**config.mk**
```make
export PLATFORM = sky130hd
export DESIGN_NAME = uartx
export DESIGN_NICKNAME = d
export VERILOG_FILES = /design/src/rtl/uartx_pkg.sv /design/src/rtl/uartx_rx.sv /design/src/rtl/uartx.sv
export SDC_FILE = /design/constraint.sdc
export NUM_CORES = 1
export LEC_CHECK = 0
export CORE_UTILIZATION = 50
export CTS_BUF_LIST = sky130_fd_sc_hd__clkbuf_4
export DETAILED_ROUTE_END_ITERATION = 16
export DONT_BUFFER_PORTS = 1
export GPL_TIMING_DRIVEN = 0
export HOLD_SLACK_MARGIN = 0.08
export PLACE_DENSITY_LB_ADDON = 0.08
export REMOVE_ABC_BUFFERS = 1
export SLEW_MARGIN = 20
export SYNTH_ARGS = -nofsm -noshare
export SYNTH_HDL_FRONTEND = slang
export SYNTH_SLANG_ARGS = --single-unit
```
**constraint.sdc**
```tcl
create_clock -name clk -period 2.6 [get_ports clk]
set_input_delay 0.52 -clock clk [delete_from_list [all_inputs] [get_ports clk]]
set_output_delay 0.52 -clock clk [all_outputs]
set_load 0.05 [all_outputs]
```
**src/rtl/uartx_pkg.sv**
```systemverilog
// Shared definitions for the uartx transceiver: parity modes, rxerr bit
// positions and the frame-state encoding used by both TX and RX.
package uartx_pkg;

    localparam int PAR_NONE = 0;
    localparam int PAR_ODD  = 1;
    localparam int PAR_EVEN = 2;

    localparam int ERR_FRAME   = 0;
    localparam int ERR_PARITY  = 1;
    localparam int ERR_OVERRUN = 2;

    // Wide enough to count up to 9 data bits or 2 stop bits.
    localparam int BITCNT_W = 4;

    typedef enum logic [2:0] {
        ST_IDLE,
        ST_START,
        ST_DATA,
        ST_PARITY,
        ST_STOP
    } uart_state_e;

    function automatic int cnt_width(input int n);
        return (n <= 2) ? 1 : $clog2(n);
    endfunction

endpackage

```
**src/rtl/uartx_rx.sv**
```systemverilog
// uartx receiver: 2-flop input synchronizer, mid-bit sampling frame FSM and
// the rxreq/rxack output register with frame, parity and overrun flags.
module uartx_rx
    import uartx_pkg::*;
#(
    parameter int DATABITS = 8,
    parameter int PARITY   = 0,
    parameter int CLKDIV   = 434
) (
    input  logic                clk,
    input  logic                rstn,
    input  logic                rx,
    input  logic                rxack,
    output logic                rxreq,
    output logic [DATABITS-1:0] rxdata,
    output logic [2:0]          rxerr
);

    localparam int                CW        = cnt_width(CLKDIV);
    localparam logic [CW-1:0]     BAUD_LAST = CW'(CLKDIV - 1);
    localparam logic [CW-1:0]     HALF_LAST = CW'(CLKDIV / 2 - 1);
    localparam logic [BITCNT_W-1:0] DATA_LAST = BITCNT_W'(DATABITS - 1);
    localparam logic              ODD       = (PARITY == PAR_ODD);

    logic                rx_s1, rx_s2, rx_prev;
    uart_state_e         state_q, state_d;
    logic [CW-1:0]       baud_q, baud_d;
    logic [BITCNT_W-1:0] bit_q, bit_d;
    logic [DATABITS-1:0] shreg_q, shreg_d;
    logic                par_err_q, par_err_d;
    logic                done;
    logic [2:0]          err_d;
    logic                rxreq_q;
    logic [DATABITS-1:0] rxdata_q;
    logic [2:0]          rxerr_q;

    logic baud_end;
    assign baud_end = (baud_q == BAUD_LAST);

    // Idle-high reset keeps a quiet line from looking like a start edge.
    always_ff @(posedge clk or negedge rstn) begin
        if (!rstn) begin
            rx_s1   <= 1'b1;
            rx_s2   <= 1'b1;
            rx_prev <= 1'b1;
        end else begin
            rx_s1   <= rx;
            rx_s2   <= rx_s1;
            rx_prev <= rx_s2;
        end
    end

    always_comb begin
        state_d   = state_q;
        baud_d    = baud_q;
        bit_d     = bit_q;
        shreg_d   = shreg_q;
        par_err_d = par_err_q;
        done      = 1'b0;
        err_d     = '0;

        case (state_q)
            ST_IDLE: begin
                if (rx_prev && !rx_s2) begin
                    state_d = ST_START;
                    baud_d  = '0;
                end
            end
            ST_START: begin
                baud_d = baud_q + 1'b1;
                if (baud_q == HALF_LAST) begin
                    baud_d    = '0;
                    bit_d     = '0;
                    par_err_d = 1'b0;
                    state_d   = rx_s2 ? ST_IDLE : ST_DATA;
                end
            end
            ST_DATA: begin
                baud_d = baud_end ? '0 : baud_q + 1'b1;
                if (baud_end) begin
                    shreg_d = {rx_s2, shreg_q[DATABITS-1:1]};
                    if (bit_q == DATA_LAST) begin
                        bit_d   = '0;
                        state_d = (PARITY != PAR_NONE) ? ST_PARITY : ST_STOP;
                    end else begin
                        bit_d = bit_q + 1'b1;
                    end
                end
            end
            ST_PARITY: begin
                baud_d = baud_end ? '0 : baud_q + 1'b1;
                if (baud_end) begin
                    par_err_d = rx_s2 ^ (^shreg_q) ^ ODD;
                    state_d   = ST_STOP;
                end
            end
            ST_STOP: begin
                baud_d = baud_end ? '0 : baud_q + 1'b1;
                if (baud_end) begin
                    done                = 1'b1;
                    err_d[ERR_FRAME]    = ~rx_s2;
                    err_d[ERR_PARITY]   = par_err_q;
                    // An ack landing with the completion means the old word was taken.
                    err_d[ERR_OVERRUN]  = rxreq_q & ~rxack;
                    state_d             = ST_IDLE;
                end
            end
            default: state_d = ST_IDLE;
        endcase
    end

    always_ff @(posedge clk or negedge rstn) begin
        if (!rstn) begin
            state_q   <= ST_IDLE;
            baud_q    <= '0;
            bit_q     <= '0;
            shreg_q   <= '0;
            par_err_q <= 1'b0;
        end else begin
            state_q   <= state_d;
            baud_q    <= baud_d;
            bit_q     <= bit_d;
            shreg_q   <= shreg_d;
            par_err_q <= par_err_d;
        end
    end

    always_ff @(posedge clk or negedge rstn) begin
        if (!rstn) begin
            rxreq_q  <= 1'b0;
            rxdata_q <= '0;
            rxerr_q  <= '0;
        end else if (done) begin
            rxreq_q  <= 1'b1;
            rxdata_q <= shreg_q;
            rxerr_q  <= err_d;
        end else if (rxack && rxreq_q) begin
            rxreq_q <= 1'b0;
        end
    end

    assign rxreq  = rxreq_q;
    assign rxdata = rxdata_q;
    assign rxerr  = rxerr_q;

endmodule

```
**src/rtl/uartx.sv**
```systemverilog
// uartx top: parametrised UART transceiver. The transmit FSM lives here;
// the receive path is the uartx_rx sub-module.
module uartx
    import uartx_pkg::*;
#(
    parameter int DATABITS = 8,
    parameter int PARITY   = 0,
    parameter int STOPBITS = 1,
    parameter int CLKDIV   = 434
) (
    input  logic                clk,
    input  logic                rstn,
    output logic                tx,
    input  logic                rx,
    input  logic                txreq,
    output logic                txack,
    input  logic [DATABITS-1:0] txdata,
    output logic                rxreq,
    input  logic                rxack,
    output logic [DATABITS-1:0] rxdata,
    output logic [2:0]          rxerr
);

    localparam int                  CW        = cnt_width(CLKDIV);
    localparam logic [CW-1:0]       BAUD_LAST = CW'(CLKDIV - 1);
    localparam logic [BITCNT_W-1:0] DATA_LAST = BITCNT_W'(DATABITS - 1);
    localparam logic [BITCNT_W-1:0] STOP_LAST = BITCNT_W'(STOPBITS - 1);
    localparam logic                ODD       = (PARITY == PAR_ODD);

    uart_state_e         state_q, state_d;
    logic [CW-1:0]       baud_q, baud_d;
    logic [BITCNT_W-1:0] bit_q, bit_d;
    logic [DATABITS-1:0] shreg_q, shreg_d;
    logic                par_q, par_d;
    logic                tx_q, tx_d;
    logic                txack_q, txack_d;

    logic baud_end;
    assign baud_end = (baud_q == BAUD_LAST);

    // tx_d is the line level for the current state; registering it gives a
    // glitch-free pin and the one-cycle lag between acceptance and start bit.
    always_comb begin
        // NOTE: every signal written here gets a default first, so no path can infer a latch.
        state_d = state_q;
        baud_d  = (state_q == ST_IDLE || baud_end) ? '0 : baud_q + 1'b1;
        bit_d   = bit_q;
        shreg_d = shreg_q;
        par_d   = par_q;
        tx_d    = 1'b1;
        txack_d = 1'b0;

        case (state_q)
            ST_IDLE: begin
                if (txreq) begin
                    state_d = ST_START;
                    shreg_d = txdata;
                    par_d   = (^txdata) ^ ODD;
                    bit_d   = '0;
                end
            end
            ST_START: begin
                tx_d = 1'b0;
                if (baud_end) state_d = ST_DATA;
            end
            ST_DATA: begin
                tx_d = shreg_q[0];
                if (baud_end) begin
                    shreg_d = shreg_q >> 1;
                    if (bit_q == DATA_LAST) begin
                        bit_d   = '0;
                        state_d = (PARITY != PAR_NONE) ? ST_PARITY : ST_STOP;
                    end else begin
                        bit_d = bit_q + 1'b1;
                    end
                end
            end
            ST_PARITY: begin
                tx_d = par_q;
                if (baud_end) state_d = ST_STOP;
            end
            ST_STOP: begin
                tx_d = 1'b1;
                if (baud_end) begin
                    if (bit_q == STOP_LAST) begin
                        state_d = ST_IDLE;
                        txack_d = 1'b1;
                    end else begin
                        bit_d = bit_q + 1'b1;
                    end
                end
            end
            default: state_d = ST_IDLE;
        endcase
    end

    always_ff @(posedge clk or negedge rstn) begin
        if (!rstn) begin
            state_q <= ST_IDLE;
            baud_q  <= '0;
            bit_q   <= '0;
            shreg_q <= '0;
            par_q   <= 1'b0;
            tx_q    <= 1'b1;
            txack_q <= 1'b0;
        end else begin
            // NOTE: state updates use non-blocking assignments so every flop samples pre-edge values.
            state_q <= state_d;
            baud_q  <= baud_d;
            bit_q   <= bit_d;
            shreg_q <= shreg_d;
            par_q   <= par_d;
            tx_q    <= tx_d;
            txack_q <= txack_d;
        end
    end

    assign tx    = tx_q;
    assign txack = txack_q;

    uartx_rx #(
        .DATABITS(DATABITS),
        .PARITY  (PARITY),
        .CLKDIV  (CLKDIV)
    ) u_rx (
        .clk   (clk),
        .rstn  (rstn),
        .rx    (rx),
        .rxack (rxack),
        .rxreq (rxreq),
        .rxdata(rxdata),
        .rxerr (rxerr)
    );

endmodule

```
# Word level (Yosys, flattened, before mapping)

Cells that the tools add are included.

Add/subtract/negate cells: 4
Equal/unequal tests: 27
Multiplexer cells: 47
Bitwise operators: 4
Reductions and logical operators: 25

Operators by type and width:

| kind                  | count |
|---|---|
| $mux W3               | 15 |
| $mux W9               | 4 |
| $mux W4               | 8 |
| $pmux W3 S5           | 2 |
| $pmux W9 S3           | 1 |
| $add A9 B1 Y9 const B | 2 |
| $eq A9 B9 Y1 const B  | 2 |
| $mux W8               | 2 |
| $ne A2 B2 Y1 const B  | 8 |
| $pmux W8 S2           | 1 |
| $reduce_xor A8 Y1     | 2 |
| $eq A3 B2 Y1 const B  | 4 |
| $ne A2 B1 Y1 const B  | 6 |
| $pmux W4 S3           | 1 |
| $eq A9 B8 Y1 const B  | 1 |
| $mux W1               | 9 |
| $reduce_and A3 Y1     | 3 |
| $add A4 B1 Y4 const B | 2 |
| $eq A4 B3 Y1 const B  | 2 |
| $pmux W4 S2           | 1 |
| $reduce_bool A2 Y1    | 4 |
| $reduce_and A7 Y1     | 1 |
| $eq A3 B1 Y1 const B  | 2 |
| $eq A3 B3 Y1 const B  | 2 |
| 16 further kinds      | 22 |

Register bits: 67
Bits of input ports: 13
Output and inout bits: 14
Word-level logic and storage cells: 125

# Logic depth before layout (Yosys ltp)

Word-level depth: 4
Gate-level depth with buffers: 8

# By module

From an unflattened synthesis, not the netlist that was laid out.

Cell total of the unflattened synthesis: 334
Area total of the unflattened synthesis: 3,599.7 um2

Modules (own cells, without submodules):

| module   | instances | cells each | area an instance (um2) |
|---|---|---|---|
| uartx_rx | 1         | 192        | 2,069.5 |
| uartx    | 1         | 142        | 1,530.2 |

# Least setup slack after synthesis

OpenSTA, ideal clock, no wires.

Kind: register to register
From: register u_rx.baud_q[0]
To: register u_rx.baud_q[6]
Setup time: 0.121 ns
Arrival: 1.733 ns
Data required time: 2.479 ns
Path slack: 0.746 ns
Stages on the path, launching flop included: 9
Path buffers: 1
Period minus slack after synthesis: 1.854 ns
Path through: dfrtp_1 -> inv_1 -> ha_1 -> nor4bb_1 -> nand4bb_1 -> o2bb2ai_1 -> buf_2 -> a21o_1 -> a22o_1

Word-level cells in the longest chain between the ends: 3

RTL lines:

| what                                        | RTL line        | RTL |
|---|---|---|
| from (decl)                                 | uartx_rx.sv:27  | `logic [CW-1:0] baud_q, baud_d;` |
| from (signal assigned)                      | uartx_rx.sv:121 | `baud_q <= baud_d;` |
| $add A9 B1 Y9, or another cell as far along | -               |  |
| $mux W9, on equally long branches           | -               |  |
| $pmux W9 S3 *                               | uartx_rx.sv:62  | `case (state_q)` |

Mark *: on every way between the ends. The rest lies on a longest branch, timed or not.
A chain may end at the register's enable or synchronous reset.

# Worst setup path in the final report

From: register u_rx.baud_q[1]
To: register u_rx.baud_q[7]

Same word-level chain as after synthesis.

==> impl_metrics.py <==
metrics = {
    "status": {
        "status": "finished, violations left",
        "violations": "design-rule violations",
    },
    "logic_synthesis": {
        "async_flop_share": 1.00,
        "synth_most_common_cell": "dfrtp_1",
        "syn_area_sq_um": 3380,
        "synth_area_leader_cell": "dfrtp_1",
        "synth-seq-area-share": 0.498,
        "synth_top_family_by_area": "simple AND/OR/NAND/NOR gates",
        "synthSimpleGateAreaFrac": 0.153,
        "synth_edf_count": 0,
        "synth_xor_area_frac": 0.0648,
        "netlist_instances": 300,
        "yosys_most_used_dff": "dfrtp_1",
        "ys_types": 54,
        "synthMuxAreaShare": 0.128,
        "synth_adder_area_share": 0.0296,
        "synth.area.top_cells": "dfrtp_1 47%, mux2_2 11%, xnor2_1 4.9%",
        "synth_area_per_cell_sq_um": 11.3,
        "synth_compound_area_frac": 0.103,
        "synth_top_area_frac": 0.466,
        "ys.warnings.count": 0,
        "synthTopCellsByCount": "63 x dfrtp_1, 33 x mux2_2, 24 x nor2_1, 19 x nand2_1, 19 x xnor2_1",
        "synth_seq_cells": 67,
    },
    "timing": {
        "slew_headroom": 0.319,
        "period_needed_ps": 2190,
        "slew_viol_final": 0,
        "worstMarginPinSlew_ps": 1010,
        "setup_tns_ps": 0,
        "setup_violations": 0,
        "grt_setup_unrepaired": "false",
        "finalHoldViolCount": 0,
        "fmax_mhz": 456,
        "skew_ps": 17.4,
        "period_share": 0.843,
    },
    "critical_path": {
        "crit_path_max_incr_delay_ps": 690,
        "reg2reg_slack_ps": 410,
        "critical_path_class": "register to register",
        "cp.depth": 7,
        "cp-startpoint": "u_rx.baud_q[1]",
        "path_buf_inv": 2,
        "crit_family": "compound AO/OA/AOI/OAI gates",
        "slowest_stage": "o2bb2ai_1",
        "crit_required_ps": 2930,
        "path_max_fanout": 12,
        "reg2reg_to": "u_rx.baud_q[7]",
        "crit_chain": "inv_1 -> ha_1 -> and4b_1 -> and2_4 -> o2bb2ai_1 -> inv_1 -> o21ai_0",
        "crit_path_end_kind": "register",
        "cp.arrival_ps": 2520,
        "start_kind": "register",
        "r2r-start": "u_rx.baud_q[1]",
        "ff2ff_path_depth": 7,
        "cp_common_cell": "inv_1",
        "crit_end": "u_rx.baud_q[7]",
    },
    "finish": {
        "final_util": 0.568,
        "multiInputGateArea_sq_um": 1610,
        "fin_nets": 328,
        "fill_cells": 550,
        "syn2layout_area_growth_pct": 8.03,
        "finalNonFillerCells": 389,
        "insertedDiodeCount": 0,
        "drive_gt1_frac": 0.212,
        "final-seq-area_sq_um": 1680,
    },
    "die": {
        "io_pins": 27,
        "initial_core_util": 0.526,
        "design.die.area_sq_um": 7090,
        "die_h_um": 84.2,
        "placeableCoreArea_sq_um": 6420,
        "rows": 29,
        "chipWidth_um": 84.2,
    },
    "global_routing": {
        "antenna_found_initial": 0,
        "track_usage": 0.172,
        "grt_pass1_vias": 2108,
        "grt_max_degree": 68,
        "overflow": 0,
        "grt_pass1_wl_mm": 9.67,
    },
    "placement": {
        "io_buffers": 0,
        "gp_congestion": 0.754,
        "hpwl_mm": 3.69,
        "dp.cells": 370,
    },
    "pwr": {
        "p_per_area_nw_per_um2": 740,
        "ir_drop_mv": 0.422,
        "leakage_nw": 1.63,
    },
    "detailed_routing": {
        "first_pass_iters": 10,
        "vias": 2183,
        "detail_route.wl_per_cell_um": 14.4,
        "drt_iter0_markers": 106,
        "viasPerCell": 5.61,
        "ant_nets": 0,
        "wirelength_mm": 5.61,
        "drc": 2,
    },
    "clocking": {
        "cts.repair.resized": 0,
        "h-tree-depth": 3,
        "clockBufferDepth": 2,
        "numCtsBuffers": 9,
        "root_buffer": "clkbuf_4",
        "worstSkewPairLatency_ps": 410,
        "cts_num_sinks": 67,
        "clk_pin_slew_ps": 130,
        "cts_tree": "yes",
        "cts_setup_buffers": 0,
    },
    "worst_hold_path": {
        "hp-class": "input port to register",
    },
    "flow_run": {
        "drv_cap": 0,
    },
}
sequential cells by signal (all words and copies together), names as in the netlist, 4 cells and up:
register	cells
baud_q	9
bit_q	4
shreg_q	8
u_rx.baud_q	9
u_rx.bit_q	4
u_rx.rxdata	8
u_rx.shreg_q	8
cell type report:
cell class,instances,area share
flip-flops and latches,67,0.461
multi-input cells,214,0.442
clock inverters,7,0.0271
well taps,77,0.0264
clock buffers,9,0.0185
repair buffers,3,0.0130
inverters,12,0.0123
kinds of logic after synthesis:
| group | after synthesis |
|---|---|
| fa+ha+maj | 8 |
| simple gates | 92 |
| buf+inv | 19 |
| compound gates | 50 |
| mux | 39 |
| xor+xnor | 25 |
| flops | 67 |
what timing repair did:
action | CTS | global route
endpoints found under the hold margin | 68 | 0
hold buffers | 3 | 0
setup endpoints to repair | 0 | 0
metal layers:
layer,share of wire,up-vias,GRT usage
met2,0.48,27,0.282
met1,0.47,1077,0.214
li1,-,1073,-
met5,0,-,0
met4,0.013,0,0.0752
met3,0.037,6,0.0492
where the power goes:
part           switching [W]  internal, W  total (W)
sequential          0.000148      0.00116    0.00131
combinational       0.000317     0.000280   0.000597
clock               0.000399     0.000396   0.000796
metrics by stage:
stage	hold WS (ps)	power (W)	setup slack, ps	instance area [sq um]
floorplan	224	0.00178	741	3340
global placement	226	0.00189	425	3440
detailed placement	226	0.00190	444	3440
CTS	251	0.00274	417	3650
global route	282	0.00289	201	3650
finish	289	0.00270	408	3650
how the worst min path moves through the flow:
stage	startpoint	endpoint	cells past startpoint
2_1_floorplan	rstn	baud_q[0]	0
3_3_place_gp	rstn	u_rx.rxdata[6]	0
3_5_place_dp	rstn	u_rx.rxdata[5]	0
4_1_cts	rxack	u_rx.rxreq	2
5_1_grt	rxack	u_rx.rxreq	2
6_report	rxack	u_rx.rxreq	2
cell usage in the layout, fill, tap and decap left out, drive strengths merged, types with 2 or more instances in the layout:
| cell type | netlist | routed |
|---|---|---|
| nor2 | 24 | 24 |
| dfrtp | 63 | 63 |
| clkinv | 0 | 2 |
| clkbuf | 0 | 9 |
| mux2 | 33 | 33 |
| o31ai | 5 | 5 |
| nor3b | 4 | 4 |
| nor3 | 3 | 3 |
| dlygate4sd3 | 0 | 2 |
| a21o | 4 | 4 |
| or2 | 2 | 2 |
| a21oi | 10 | 10 |
| nand3 | 13 | 13 |
| mux2i | 6 | 6 |
| dfstp | 4 | 4 |
| o21ai | 15 | 15 |
| and4 | 2 | 2 |
| inv | 12 | 14 |
| a22o | 5 | 5 |
| bufinv | 0 | 2 |
| nand2b | 6 | 6 |
| xor2 | 6 | 6 |
| and2 | 2 | 2 |
| and4b | 2 | 2 |
| nand2 | 19 | 19 |
| nand4 | 2 | 2 |
| ha | 8 | 8 |
| xnor2 | 19 | 19 |
| nor2b | 6 | 6 |
(Power assumes the default switching activity.)
